`src/rtl/microp_pkg.sv`:
```
// Shared definitions for the fetch front end and the control unit.
//   ADDR_W / INSTR_W : PC and instruction widths
//   RESET_PC         : PC value loaded at reset
//   OP_*             : 2-bit opcode encodings carried in instr[INSTR_W-1 -: 2]
//   fetch_entry_t    : one queued instruction together with its fetch address
package microp_pkg;

  localparam int unsigned ADDR_W  = 8;
  localparam int unsigned INSTR_W = 8;
  localparam int unsigned DEPTH   = 2;
  localparam int unsigned OCC_W   = 2;
  localparam int unsigned OP_W    = 2;

  localparam logic [ADDR_W-1:0] RESET_PC = 8'h00;

  localparam logic [OP_W-1:0] OP_ADD = 2'b00;
  localparam logic [OP_W-1:0] OP_LW  = 2'b01;
  localparam logic [OP_W-1:0] OP_SW  = 2'b10;
  localparam logic [OP_W-1:0] OP_J   = 2'b11;

  typedef struct packed {
    logic [ADDR_W-1:0]  pc;
    logic [INSTR_W-1:0] instr;
  } fetch_entry_t;

  // Opcode field of an instruction word.
  function automatic logic [OP_W-1:0] get_opcode(input logic [INSTR_W-1:0] word);
    return word[INSTR_W-1 -: OP_W];
  endfunction

endpackage

```
`src/rtl/instr_fifo.sv`:
```
// Two-entry instruction queue of {pc, instr}; entry 0 is always the head.
//   push/push_pc/push_instr : enqueue at end of cycle
//   pop                     : head consumed at end of cycle
//   flush                   : empty the queue at end of cycle (overrides push/pop)
//   occ                     : current occupancy 0..2
//   head_pc/head_instr      : contents of entry 0
module instr_fifo
  import microp_pkg::*;
(
  input  logic               clk,
  input  logic               rst_n,
  input  logic               push,
  input  logic [ADDR_W-1:0]  push_pc,
  input  logic [INSTR_W-1:0] push_instr,
  input  logic               pop,
  input  logic               flush,
  output logic [OCC_W-1:0]   occ,
  output logic [ADDR_W-1:0]  head_pc,
  output logic [INSTR_W-1:0] head_instr
);

  logic [OCC_W-1:0] occ_q, occ_d;
  fetch_entry_t     e0_q, e0_d;
  fetch_entry_t     e1_q, e1_d;
  fetch_entry_t     push_entry;

  // Next-state for occupancy and the two shift slots.
  always_comb begin
    occ_d      = occ_q;
    e0_d       = e0_q;
    e1_d       = e1_q;
    push_entry = '{pc: push_pc, instr: push_instr};
    if (flush) begin
      occ_d = '0;
    end else begin
      unique case ({push, pop})
        2'b10: begin
          if (occ_q == 2'd0) e0_d = push_entry;
          else               e1_d = push_entry;
          occ_d = occ_q + 2'd1;
        end
        2'b01: begin
          e0_d  = e1_q;
          occ_d = occ_q - 2'd1;
        end
        2'b11: begin
          // Occupancy unchanged; the new entry lands behind whatever remains.
          if (occ_q == 2'd2) begin
            e0_d = e1_q;
            e1_d = push_entry;
          end else begin
            e0_d = push_entry;
          end
        end
        default: ;
      endcase
    end
  end

  always_ff @(posedge clk or negedge rst_n) begin
    if (!rst_n) begin
      occ_q <= '0;
      e0_q  <= '0;
      e1_q  <= '0;
    end else begin
      occ_q <= occ_d;
      e0_q  <= e0_d;
      e1_q  <= e1_d;
    end
  end

  assign occ        = occ_q;
  assign head_pc    = e0_q.pc;
  assign head_instr = e0_q.instr;

  // The issue rule in the parent never lets a response land in a full queue.
  a_no_overflow: assert property (@(posedge clk) disable iff (!rst_n)
    !(push && !flush && occ_q == 2'd2));

endmodule

```
`src/rtl/instr_fetch.sv`:
```
// Instruction fetch front end: PC, synchronous imem read issue, 2-entry
// instruction queue and redirect handling toward the control decoder.
//   fetch_en                     : allow new memory requests
//   imem_req/imem_addr           : read strobe and address (combinational)
//   imem_rdata                   : read data, one cycle after imem_req
//   instr_valid/instr_ready      : head handshake toward the decoder
//   instr/instr_pc/opcode        : head instruction, its address, its opcode
//   redirect_valid/redirect_pc   : taken jump/branch from execute
module instr_fetch
  import microp_pkg::*;
(
  input  logic               clk,
  input  logic               rst_n,
  input  logic               fetch_en,
  output logic               imem_req,
  output logic [ADDR_W-1:0]  imem_addr,
  input  logic [INSTR_W-1:0] imem_rdata,
  output logic               instr_valid,
  input  logic               instr_ready,
  output logic [INSTR_W-1:0] instr,
  output logic [ADDR_W-1:0]  instr_pc,
  output logic [OP_W-1:0]    opcode,
  input  logic               redirect_valid,
  input  logic [ADDR_W-1:0]  redirect_pc
);

  logic [ADDR_W-1:0]  pc_q, pc_d;
  logic [ADDR_W-1:0]  req_pc_q, req_pc_d;
  logic               inflight_q, inflight_d;
  logic               drop_q, drop_d;

  logic [OCC_W-1:0]   occ;
  logic [ADDR_W-1:0]  head_pc;
  logic [INSTR_W-1:0] head_instr;
  logic               pop;
  logic               push;
  logic [2:0]         pending;

  assign instr_valid = (occ != '0);
  assign pop         = instr_valid & instr_ready;

  // Slots already claimed after this cycle's pop; pop never exceeds occ.
  assign pending = 3'(occ) + 3'(inflight_q) - 3'(pop);

  // Same-cycle pop frees a slot, hence the intended path instr_ready -> imem_req.
  assign imem_req  = rst_n & fetch_en & ~redirect_valid & (pending < 3'd2);
  assign imem_addr = pc_q;

  // A response is kept unless it belongs to a path abandoned by a redirect.
  assign push = inflight_q & ~drop_q & ~redirect_valid;

  always_comb begin
    pc_d       = pc_q;
    req_pc_d   = req_pc_q;
    inflight_d = imem_req;
    drop_d     = redirect_valid & inflight_q;
    if (redirect_valid) begin
      pc_d = redirect_pc;
    end else if (imem_req) begin
      pc_d     = pc_q + ADDR_W'(1);
      req_pc_d = pc_q;
    end
  end

  always_ff @(posedge clk or negedge rst_n) begin
    if (!rst_n) begin
      pc_q       <= RESET_PC;
      req_pc_q   <= '0;
      inflight_q <= 1'b0;
      drop_q     <= 1'b0;
    end else begin
      pc_q       <= pc_d;
      req_pc_q   <= req_pc_d;
      inflight_q <= inflight_d;
      drop_q     <= drop_d;
    end
  end

  instr_fifo u_fifo (
    .clk        (clk),
    .rst_n      (rst_n),
    .push       (push),
    .push_pc    (req_pc_q),
    .push_instr (imem_rdata),
    .pop        (pop),
    .flush      (redirect_valid),
    .occ        (occ),
    .head_pc    (head_pc),
    .head_instr (head_instr)
  );

  assign instr    = head_instr;
  assign instr_pc = head_pc;
  assign opcode   = get_opcode(head_instr);

endmodule
```
`config.mk`:
```
export PLATFORM = sky130hd
export DESIGN_NAME = instr_fetch
export DESIGN_NICKNAME = d
export VERILOG_FILES = /design/src/rtl/microp_pkg.sv /design/src/rtl/instr_fifo.sv /design/src/rtl/instr_fetch.sv
export SDC_FILE = /design/constraint.sdc
export NUM_CORES = 1
export LEC_CHECK = 0
export BUFFER_PORTS_ARGS = -buffer_cell sky130_fd_sc_hd__buf_2
export CAP_MARGIN = 0
export CORE_UTILIZATION = 54
export CTS_CLUSTER_SIZE = 24
export DETAILED_ROUTE_END_ITERATION = 7
export GPL_TIMING_DRIVEN = 0
export HOLD_SLACK_MARGIN = 0.02
export PLACE_DENSITY = 0.78
export SETUP_SLACK_MARGIN = 0.05
export SYNTH_ARGS = -nofsm -noshare
export SYNTH_HDL_FRONTEND = slang
export SYNTH_HIERARCHICAL = 1
export SYNTH_SLANG_ARGS = --single-unit
```
`constraint.sdc`:
```
create_clock -name clk -period 3.4 [get_ports clk]
set_clock_uncertainty 0.15 [all_clocks]
set_input_delay 0.34 -clock clk [delete_from_list [all_inputs] [get_ports clk]]
set_output_delay 0.34 -clock clk [all_outputs]
set_load 0.01 [all_outputs]
```
==> reports/metrics.csv, run 1 <==
stage,metric,value,unit
run_status,status,completed,
global_routing,first-pass GRT wire length,8.031,mm
die,Die W,69.73,µm
sta,fmax,308.0,MHz
synth,ys flop type,dfrtp_1,
clock_network,clk_lat worst skew,310,ps
detailed_routing,Routed Antenna Nets,0,
min_path,hold depth,3,
synth,"count leader, synth",dfrtp_1,
setup_path,Worst Path Arrival,2760,ps
final_layout,area grow syn2layout,19.70,%
setup_path,Crit. End Element,output port,
setup_path,maximum net fanout on the critical path,4,
clock_network,H-tree Lvls,2,
pwr,Max VDD drop,0.3966,mV
synth,Post-Syn Nets,237,
final_layout,final instance area,2965,µm²
sta,Tcrit/Tclk final,0.9549,
setup_path,Startpoint Class,flop,
clock_network,clock root cell,clkbuf_8,
setup_path,Setup CP Type,flop to output port,
sta,hold_ws,75.18,ps
place,Post-DP Area,2783,µm²
clock_network,Post-CTS Hold Fix Bufs,0,
final_layout,share of layout cells above drive strength 1,0.3768,
detailed_routing,drt pass-1 iters,4,
final_layout,Nets,299,
sta,Final Max Slew Viols,0,
synth,Post-Syn Area,2477,µm²
die,IO Pins,49,
place,I/O Buffers,48,
clock_network,Max Buffers Root-to-Sink,2,
sta,final setup fails,0,
detailed_routing,drt wl/cell,14.02,µm
clock_network,CTS buffer count,5,
synth,synth top area cells,"dfrtp_1 53%, mux2i_1 6.5%, nand2_1 6.4%",
synth,ys async rst share,1.000,
min_path,Hold Crit Class,input port to flop,
die,Die ar.,4862,µm²
sta,RSZ-0062 raised after global routing,false,
clock_network,CTS tree,yes,
synth,post-synthesis sequential area ratio,0.5253,
global_routing,initial antenna violation count,0,
clock_network,clock transition at the registers of the reported paths,90,ps
synth,cell taking the most area after synthesis,dfrtp_1,
detailed_routing,final wirelength,4.597,mm
synth,post-synth cell types,40,
pwr,PwrDens,799.0,nW/µm²
global_routing,gr ovfl total,0,
place,DP Wirelength,3.136,mm
synth,"EDFF count, synth",0,
detailed_routing,DR vias/cell,5.494,
synth,syn avg cell area,11.63,µm²
synth,Synth top cells by count,"52 x dfrtp_1, 42 x nand2_1, 16 x mux2i_1",
detailed_routing,DR iter-0 viols,117,
global_routing,Total GRT Usage,0.2077,
die,Die Span Y,69.73,µm
detailed_routing,Via Count,1802,
synth,synthesized instance count,213,
setup_path,R2R depth,11,
global_routing,vias in the first global route,1740,
sta,Worst Max-Slew Pin Slew,1152,ps
sta,Slew headroom,0.2319,
synth,Yosys reg bits,52,
job,Max Cap Viol,0,
clock_network,clk sinks,52,
detailed_routing,DR DRC count,0,
synth,Yosys top cell area share,0.5253,
final_layout,diode count,0,
synth,Syn. warnings,6,
die,FP Rows,24,
sta,post-route minimum period,3247,ps
die,initial core utilization,0.5651,
setup_path,"Req. time, crit path",2910,ps
die,Core ar.,4384,µm²
global_routing,largest net degree at the start of global routing,54,
pwr,Pleak,1.543,nW
sta,endpoints failing hold,0,
place,RePlAce Congestion,0.7839,
[layer usage]
layer | up-vias | wire (µm) | track usage
met5 | - | 0 | 0
met4 | 0 | 51 | 0.08222
met3 | 8 | 270 | 0.03779
met2 | 70 | 2192 | 0.3333
met1 | 861 | 2081 | 0.2815
li1 | 863 | - | -
[final cells by class]
| type | count | area (µm²) |
|---|---|---|
| plain buffers | 12 | 106.4 |
| clock buffers | 5 | 68.82 |
| clock inverters | 3 | 21.27 |
| fillers | 341 | 1419 |
| inverters | 4 | 17.52 |
| multi-input cells | 145 | 1084 |
| flip-flops and latches | 52 | 1304 |
| well taps | 52 | 65.06 |
| repair buffers | 55 | 299.0 |
[through the flow]
stage,instances,TNS [ps],setup WS (ps),total power [mW],utilization
CTS,326,0,84.72,2.366,0.6701
global placement,313,-33.44,-33.44,1.901,0.6347
global route,328,0,65.48,2.542,0.6764
floorplan,213,0,241.6,1.663,-
finish,328,0,153.3,2.369,0.6764
detailed placement,313,-58.46,-58.46,1.944,0.6347
[critical path: stages (launching register included)]
cell and delay [ps]:
dfrtp_2 410, or2_4 250, and2_4 170, ha_4 200
nand2b_4 130, fa_1 530, nand4b_4 110, or2_1 290
buf_6 130, inv_4 50, buf_6 90, buf_6 90
[sequential cells by signal, summed over array words and instances (netlist names)]
| name | flops |
|---|---|
| req_pc_q | 8 |
| u_fifo/head_pc | 8 |
| u_fifo/e1_q | 16 |
| inflight_q | 1 |
| imem_addr | 8 |
| drop_q | 1 |
| u_fifo/occ | 2 |
| u_fifo/head_instr | 8 |
[where the power goes]
group	leakage [nW]	switching (mW)	internal [mW]
clock	0.0445	0.207	0.146
combinational	0.821	0.496	0.528
sequential	0.677	0.150	0.843
total	1.54	0.852	1.52
[repair_timing]
item / 4_1_cts / 5_1_grt
setup buffers: 5 / 2
pin swaps: 3 / 5
endpoints found under the setup margin: 1 / 1
resized for setup: 9 / 1
endpoints found under the hold margin: 0 / 0
[final timing paths]
path	slack, ps	to	startpoint
max	150	imem_req	u_fifo/occ[1]$_DFFE_PN0P_
min reg2reg	340	u_fifo/head_instr[0]$_DFFE_PN0P_	u_fifo/head_instr[0]$_DFFE_PN0P_
max reg2reg	430	imem_addr[6]$_DFFE_PN0P_	u_fifo/occ[1]$_DFFE_PN0P_
max in group asynchronous	2230	u_fifo/occ[0]$_DFFE_PN0P_	rst_n
min in group asynchronous	100	u_fifo/head_instr[7]$_DFFE_PN0P_	rst_n
min	80	imem_addr[3]$_DFFE_PN0P_	redirect_pc[3]
[placed cells by master (no fill, tap or decap), types with 2 or more instances in the layout]
master,Yosys,final
a21o_1,3,3
xor2_1,2,2
nand2b_4,1,2
dfrtp_1,52,50
buf_2,3,50
nor3_1,5,5
mux2_2,6,6
o21ai_1,14,14
inv_1,2,2
mux2_4,10,10
nor3b_1,3,3
dfrtp_2,0,2
o21bai_1,3,3
mux2i_1,16,16
clkbuf_8,0,5
nand2_1,42,42
a221o_1,6,6
buf_6,3,5
and2_1,3,2
nand3_1,3,3
nor2_1,4,4
o21ai_0,5,5
buf_4,4,10
and3_1,2,2
[cell families (layout without fill, tap and decap cells)]
family | Yosys count | after routing | synth area share
compound gates | 36 | 36 | 0.09950
xor+xnor | 3 | 3 | 0.01061
simple gates | 71 | 71 | 0.1465
buf+inv | 16 | 79 | 0.04747
fa+ha+maj | 3 | 3 | 0.01818
mux | 32 | 32 | 0.1525
flops | 52 | 52 | 0.5253
No activity file was read; power rests on OpenSTA's default activity.
==> run 2, diff against run 1 <==
==> constraint.sdc (replaced) <==
create_clock -name clk -period 3.4 [get_ports clk]
set_clock_uncertainty 0.15 [all_clocks]
set_input_delay 0.85 -clock clk [delete_from_list [all_inputs] [get_ports clk]]
set_output_delay 0.85 -clock clk [all_outputs]
set_load 0.01 [all_outputs]
==> run 2 against run 1 <==
The run now ends with setup timing left. Clock-buffer cell count rose by 1. Critical endpoint unchanged. Critical path type unchanged. Sequential share of layout area is 0.37 points lower. Sequential power hardly changed. Wire length is 1.9% higher. Worst hold slack gained 260 ps. Largest power group unchanged. Largest cell class unchanged.
==> reports/metrics.csv, run 2 (synthesized netlist as in run 1, its figures left out) <==
stage,metric,value,unit,change
clock_network,clock root cell,clkbuf_8,,unchanged
die,Die ar.,4862,µm²,unchanged
die,Die Span Y,69.73,µm,unchanged
pwr,Max VDD drop,0.3864,mV,was 0.3966 mV
final_layout,share of layout cells above drive strength 1,0.3755,,was 0.3768
clock_network,CTS tree,yes,,unchanged
min_path,hold wc startpoint,u_fifo/head_instr[4]$_DFFE_PN0P_,,was redirect_pc[3]
place,DP Wirelength,3.099,mm,was 3.136 mm
sta,post-route minimum period,3617,ps,was 3247 ps
detailed_routing,final wirelength,4.685,mm,was 4.597 mm
setup_path,Startpoint Class,flop,,unchanged
global_routing,initial antenna violation count,0,,unchanged
setup_path,Worst R2R Start,u_fifo/occ[1]$_DFFE_PN0P_,,unchanged
die,Die W,69.73,µm,unchanged
detailed_routing,drt wl/cell,14.24,µm,was 14.02 µm
clock_network,clk_lat worst skew,310,ps,about the same
sta,endpoints failing hold,0,,unchanged
sta,Slew headroom,0.2186,,was 0.2319
sta,hold_ws,330.4,ps,was 75.18 ps
setup_path,Worst R2R End,imem_addr[4]$_DFFE_PN0P_,,was imem_addr[6]$_DFFE_PN0P_
sta,RSZ-0062 raised after global routing,true,,was false
setup_path,R2R depth,14,,was 11
clock_network,Post-CTS Hold Fix Bufs,0,,unchanged
pwr,Pleak,1.558,nW,was 1.543 nW
sta,Final Max Slew Viols,0,,unchanged
global_routing,largest net degree at the start of global routing,54,,unchanged
final_layout,area grow syn2layout,20.71,%,was 19.70%
setup_path,"Req. time, crit path",2400,ps,was 2910 ps
final_layout,Nets,300,,was 299
die,initial core utilization,0.5651,,unchanged
place,Post-Place Setup Slack,-470.4,ps,was -58.46 ps
detailed_routing,DR vias/cell,5.343,,was 5.494
setup_path,Setup CP Type,flop to output port,,unchanged
sta,Worst Max-Slew Pin Slew,1172,ps,was 1152 ps
sta,final setup fails,1,,was 0
run_status,status,"finished, violations left",,was completed
global_routing,gr ovfl total,0,,unchanged
job,Max Cap Viol,0,,unchanged
min_path,hold depth,2,,was 3
setup_path,internal reg-to-reg setup slack,270,ps,was 430 ps
setup_path,Worst Path Arrival,2620,ps,was 2760 ps
global_routing,Total GRT Usage,0.2156,,was 0.2077
run_status,violated checks,setup timing,,
sta,fmax,276.5,MHz,was 308.0 MHz
sta,min setup slack post-route,-216.6,ps,was 153.3 ps
final_layout,most frequent cells in the layout,"50 x dfrtp_1, 50 x buf_2, 42 x nand2_1",,unchanged
detailed_routing,Via Count,1758,,"was 1,802"
detailed_routing,DR iter-0 viols,86,,was 117
pwr,PwrDens,816.9,nW/µm²,was 799.0 nW/µm²
setup_path,Crit. End Element,output port,,unchanged
clock_network,CTS buffer count,5,,unchanged
min_path,Hold Crit Class,flop to flop,,was input port to flop
clock_network,Max Buffers Root-to-Sink,2,,unchanged
final_layout,non-filler instance count after layout,329,,was 328
setup_path,maximum net fanout on the critical path,2,,was 4
detailed_routing,DR DRC count,0,,unchanged
detailed_routing,drt pass-1 iters,4,,unchanged
final_layout,diode count,0,,unchanged
die,Core ar.,4384,µm²,unchanged
clock_network,clk sinks,52,,unchanged
sta,Tcrit/Tclk final,1.064,,was 0.9549
global_routing,first-pass GRT wire length,8.293,mm,was 8.031 mm
sta,setup TNS,-216.6,ps,was 0 ps
die,FP Rows,24,,unchanged
place,placed cell count,313,,unchanged
global_routing,vias in the first global route,1784,,"was 1,740"
final_layout,max FFs per register,16,,unchanged
die,IO Pins,49,,unchanged
final_layout,Largest Register,u_fifo/e1_q,,unchanged
clock_network,H-tree Lvls,2,,unchanged
clock_network,clock transition at the registers of the reported paths,90,ps,about the same
detailed_routing,Routed Antenna Nets,0,,unchanged
place,RePlAce Congestion,0.6996,,was 0.7839
min_path,Hold EP,u_fifo/head_instr[4]$_DFFE_PN0P_,,was imem_addr[3]$_DFFE_PN0P_
place,I/O Buffers,48,,unchanged
-- run 2: cell types whose count changed in the layout (fill, tap and decap cells not counted) --
cell / before / now
buf_4: 10 / 12
buf_6: 5 / 4
bufinv_16: 0 / 1
clkbuf_1: 1 / 2
clkinv_2: 1 / 0
clkinvlp_4: 1 / 0
-- run 2: repair_timing --
item | CTS | global route
setup buffers | 7 | 2
resized for setup | 5 | 0
endpoints found under the setup margin | 1 | 1
pin swaps | 3 | 3
endpoints found under the hold margin | 0 | 0
-- run 2: report_power, final --
part | internal, mW | switching (mW) | total, mW
sequential | 0.843 | 0.152 | 0.995
clock | 0.223 | 0.205 | 0.427
combinational | 0.523 | 0.497 | 1.02
total | 1.59 | 0.854 | 2.44
-- run 2: cell type report --
| cell class | instances | area, µm² |
|---|---|---|
| Inverter | 4 | 17.52 |
| Multi-Input combinational cell | 145 | 1084 |
| Fill cell | 347 | 1394 |
| Sequential cell | 52 | 1304 |
| Timing Repair Buffer | 57 | 314.1 |
| Clock buffer | 6 | 72.57 |
| Tap cell | 52 | 65.06 |
| Buffer | 11 | 95.09 |
| Clock inverter | 2 | 38.79 |
-- run 2: how the worst max path moves through the flow --
stage	slack (ps)	depth (start not counted)	start	end
6_report	-220	10	u_fifo/occ[1]$_DFFE_PN0P_	imem_req
5_1_grt	-310	10	u_fifo/occ[1]$_DFFE_PN0P_	imem_req
4_1_cts	-310	11	u_fifo/occ[0]$_DFFE_PN0P_	imem_req
3_5_place_dp	-470	11	instr_ready	imem_req
3_3_place_gp	-450	11	instr_ready	imem_req
2_1_floorplan	-110	9	instr_ready	imem_req
-- run 2: per-stage QoR --
stage	util	instance area [µm²]	power (mW)
after floorplan	-	2506	1.691
after global placement	0.6413	2811	1.933
after detailed placement	0.6413	2811	1.971
after CTS	0.6821	2990	2.462
after global routing	0.6821	2990	2.615
final	0.6821	2990	2.443
-- run 2: routing by layer --
layer / up-vias / part of all wire / routed length, µm / global-route usage
li1: 864 / - / - / -
met1: 842 / 0.47 / 2215 / 0.2878
met2: 45 / 0.47 / 2180 / 0.3506
met3: 7 / 0.046 / 217 / 0.04651
met4: 0 / 0.015 / 71 / 0.07333
met5: - / 0 / 0 / 0
-- run 2: worst max-delay path, cell delays in order (launching register included) --
cell and delay (ps):
dfrtp_2 420, or2_4 250, and2_4 150, ha_4 200
nand2b_4 140, fa_1 540, nand4b_4 100, or2_1 260
buf_6 120, inv_4 50, buf_6 90
==> run 3, diff against run 2 <==
- SYNTH_HIERARCHICAL: 1 -> default
==> run 3 against run 2 <==
The run still ends with setup timing left. Sequential cell count is the same. Wire length decreased by 1.2%. Power is 29% lower. Largest cell class unchanged. Fmax is 6.1% higher. Clock power grew 33%. Setup slack gained 210 ps. Register-to-register slack improved by 30 ps. First-iteration DRC count down 8.1%. Critical path depth shrank 1. Highest routed layer unchanged. Synthesized area is 0.15% lower. Design area grew 1.2%.
==> reports/metrics.csv, run 3 <==
stage,metric,value,unit,change
final_layout,most frequent cells in the layout,"52 x dfrtp_1, 47 x buf_2, 22 x mux2_2",,"was 50 x dfrtp_1, 50 x buf_2, 42 x nand2_1"
final_layout,share of layout cells above drive strength 1,0.4792,,was 0.3755
detailed_routing,Routed Antenna Nets,0,,unchanged
setup_path,"Req. time, crit path",2400,ps,about the same
die,Die ar.,4855,µm²,was 4862 µm²
synth,Synth top cells by count,"52 x dfrtp_1, 22 x mux2_2, 18 x mux2i_1",,"was 52 x dfrtp_1, 42 x nand2_1, 16 x mux2i_1"
sta,post-route minimum period,3408,ps,was 3617 ps
synth,Post-Syn Nets,224,,was 237
place,RePlAce Congestion,0.7500,,was 0.6996
global_routing,gr ovfl total,0,,unchanged
die,initial core utilization,0.5642,,was 0.5651
clock_network,clock transition at the registers of the reported paths,90,ps,about the same
final_layout,area grow syn2layout,22.36,%,was 20.71%
sta,RSZ-0062 raised after global routing,true,,unchanged
setup_path,internal reg-to-reg setup slack,300,ps,was 270 ps
place,Post-DP Area,2779,µm²,was 2811 µm²
pwr,Sw Pwr,0.4543,mW,was 0.8543 mW
synth,ys flop type,dfrtp_1,,unchanged
synth,post-synthesis sequential area ratio,0.5260,,was 0.5253
place,DP Wirelength,3.155,mm,was 3.099 mm
clock_network,Max Buffers Root-to-Sink,2,,unchanged
synth,"count leader, synth",dfrtp_1,,unchanged
clock_network,clock root cell,clkbuf_8,,unchanged
detailed_routing,drt pass-1 iters,4,,unchanged
synth,xor and xnor fraction of the mapped netlist area,0.01062,,was 0.01061
global_routing,initial antenna violation count,0,,unchanged
synth,Yosys reg bits,52,,unchanged
setup_path,Setup CP Type,input port to output port,,was flop to output port
sta,min setup slack post-route,-8.287,ps,was -216.6 ps
die,Die W,69.68,µm,was 69.73 µm
detailed_routing,DR DRC count,0,,unchanged
detailed_routing,DR vias/cell,5.546,,was 5.343
synth,syn avg cell area,12.31,µm²,was 11.63 µm²
synth,ys async rst share,1.000,,unchanged
pwr,PwrDens,572.9,nW/µm²,was 816.9 nW/µm²
final_layout,Nets,287,,was 300
clock_network,Post-CTS Hold Fix Bufs,0,,unchanged
setup_path,Worst R2R Start,u_fifo.occ[1]$_DFFE_PN0P_,,was u_fifo/occ[1]$_DFFE_PN0P_
final_layout,diode count,0,,unchanged
clock_network,CTS buffer count,5,,unchanged
final_layout,final instance area,3027,µm²,was 2990 µm²
min_path,Hold Crit Class,flop to flop,,unchanged
sta,fmax,293.4,MHz,was 276.5 MHz
pwr,Pleak,1.406,nW,was 1.558 nW
sta,endpoints failing hold,0,,unchanged
final_layout,fill count,340,,was 347
final_layout,max FFs per register,16,,unchanged
sta,final setup fails,1,,unchanged
setup_path,Crit. End Element,output port,,unchanged
die,FP Rows,24,,unchanged
synth,cell taking the most area after synthesis,dfrtp_1,,unchanged
final_layout,Largest Register,u_fifo.e1_q,,was u_fifo/e1_q
global_routing,vias in the first global route,1748,,"was 1,784"
clock_network,clk_lat worst skew,300,ps,was 310 ps
clock_network,clk sinks,52,,unchanged
synth,Yosys top cell area share,0.5260,,was 0.5253
pwr,clock group share of total power,0.326,,was 0.175
pwr,Pint,1.280,mW,was 1.589 mW
min_path,hold wc startpoint,u_fifo.e1_q[14]$_DFFE_PN0P_,,was u_fifo/head_instr[4]$_DFFE_PN0P_
run_status,status,"finished, violations left",,unchanged
job,Max Cap Viol,0,,unchanged
clock_network,CTS tree,yes,,unchanged
pwr,Max VDD drop,0.2998,mV,was 0.3864 mV
place,placed cell count,301,,was 313
synth,post-synthesis mux area share,0.1730,,was 0.1525
place,I/O Buffers,48,,unchanged
synth,"EDFF count, synth",0,,unchanged
global_routing,Total GRT Usage,0.2067,,was 0.2156
detailed_routing,DR iter-0 viols,79,,was 86
pwr,Sequential Power Share,0.466,,was 0.407
setup_path,Worst Path Arrival,2410,ps,was 2620 ps
synth,Synth Area in Compound Gates,0.1295,,was 0.09949
global_routing,first-pass GRT wire length,7.797,mm,was 8.293 mm
detailed_routing,drt wl/cell,14.61,µm,was 14.24 µm
synth,Post-Synth Simple-Gate Area,0.1027,,was 0.1465
die,Core ar.,4384,µm²,unchanged
global_routing,largest net degree at the start of global routing,54,,unchanged
min_path,hold depth,1,,was 2
setup_path,R2R depth,11,,was 14
setup_path,maximum net fanout on the critical path,3,,was 2
pwr,Gate power share,0.207,,was 0.418
final_layout,non-filler instance count after layout,317,,was 329
final_layout,"most common cell after layout, fill and taps aside",dfrtp_1,,
sta,Final Max Slew Viols,0,,unchanged
run_status,violated checks,setup timing,,unchanged
synth,post-synth cell types,41,,was 40
sta,Tcrit/Tclk final,1.002,,was 1.064
synth,synth top area cells,"dfrtp_1 53%, mux2_2 10%, mux2i_1 7.3%",,"was dfrtp_1 53%, mux2i_1 6.5%, nand2_1 6.4%"
sta,Worst Max-Slew Pin Slew,652.4,ps,was 1172 ps
sta,Slew headroom,0.5651,,was 0.2186
pwr,Switching Fraction,0.2620,,was 0.3497
min_path,Hold EP,u_fifo.e1_q[14]$_DFFE_PN0P_,,was u_fifo/head_instr[4]$_DFFE_PN0P_
synth,synthesized instance count,201,,was 213
synth,Syn. warnings,0,,was 6
synth,adder-cell share of the synthesized area,0.01315,,was 0.01818
place,Post-Place Setup Slack,-406.2,ps,was -470.4 ps
synth,Post-Syn Area,2474,µm²,was 2477 µm²
synth,largest family of logic cells by synthesized area,multiplexers,,unchanged
setup_path,Worst R2R End,imem_addr[5]$_DFFE_PN0P_,,was imem_addr[4]$_DFFE_PN0P_
sta,setup TNS,-8.287,ps,was -216.6 ps
detailed_routing,final wirelength,4.631,mm,was 4.685 mm
die,Die Span Y,69.68,µm,was 69.73 µm
setup_path,Startpoint Class,input port,,was flop
detailed_routing,Via Count,1758,,unchanged
die,IO Pins,49,,unchanged
pwr,total power,1.734,mW,was 2.443 mW
clock_network,H-tree Lvls,2,,unchanged
## run 3: layout make-up
type,count,area (µm²),area share
well taps,52,65.06,0.02150
repair buffers,57,326.6,0.1079
flip-flops and latches,52,1301,0.4299
plain buffers,11,85.08,0.02811
multi-input cells,133,1072,0.3543
inverters,4,17.52,0.005788
clock buffers,5,68.82,0.02274
clock inverters,3,90.09,0.02976
## run 3: stage by stage
step           hold slack [ps]    util
2_1_floorplan            316.8       -
3_3_place_gp             336.1  0.6338
3_5_place_dp             343.8  0.6338
4_1_cts                  365.0  0.6861
5_1_grt                  368.8  0.6904
6_report                 361.1  0.6904
## run 3: critical path, cell delays in order
cell and delay, ps:
buf_8 80, nand2_4 40, mux2i_2 170, nand2_1 100, fa_1 540, nand4b_1 150, or2_4 320, inv_4 60
buf_6 90
## run 3: how the worst max path moves through the flow
stage / start / endpoint / slack [ps] / cells past startpoint
global placement: rst_n / imem_req / -410 / 6
detailed placement: rst_n / imem_req / -410 / 6
floorplan: instr_ready / imem_req / 120 / 8
finish: instr_ready / imem_req / -8 / 9
global route: instr_ready / imem_req / -60 / 9
CTS: instr_ready / imem_req / 30 / 10
## run 3: kinds of logic after synthesis
| kind of cell | after synthesis |
|---|---|
| muxes | 40 |
| DFF | 52 |
| buffers and inverters | 16 |
| AOI/OAI and AO/OA | 40 |
| and+or+nand+nor | 48 |
| xor gates and xnor gates | 3 |
| adders and majority gates | 2 |
## run 3: what timing repair did
action                     CTS  global route
pin swaps                    5             3
buffers inserted             6             3
gates resized for setup      7             3
setup endpoints to repair    1             1
## run 3: routing by layer
layer,vias to the layer above,part of all wire,global-route usage
li1,834,-,-
met1,856,0.44,0.2561
met2,58,0.49,0.3495
met3,10,0.056,0.05523
met4,0,0.018,0.07333
met5,-,0,0
## run 3: power by group through the flow
stage | Clock, mW | Sequential (mW) | Combinational (mW)
2_1_floorplan | 0 | 0.841 | 0.191
3_3_place_gp | 0 | 0.815 | 0.344
3_5_place_dp | 0 | 0.821 | 0.356
4_1_cts | 0.584 | 0.808 | 0.364
5_1_grt | 0.601 | 0.824 | 0.397
6_report | 0.566 | 0.808 | 0.360
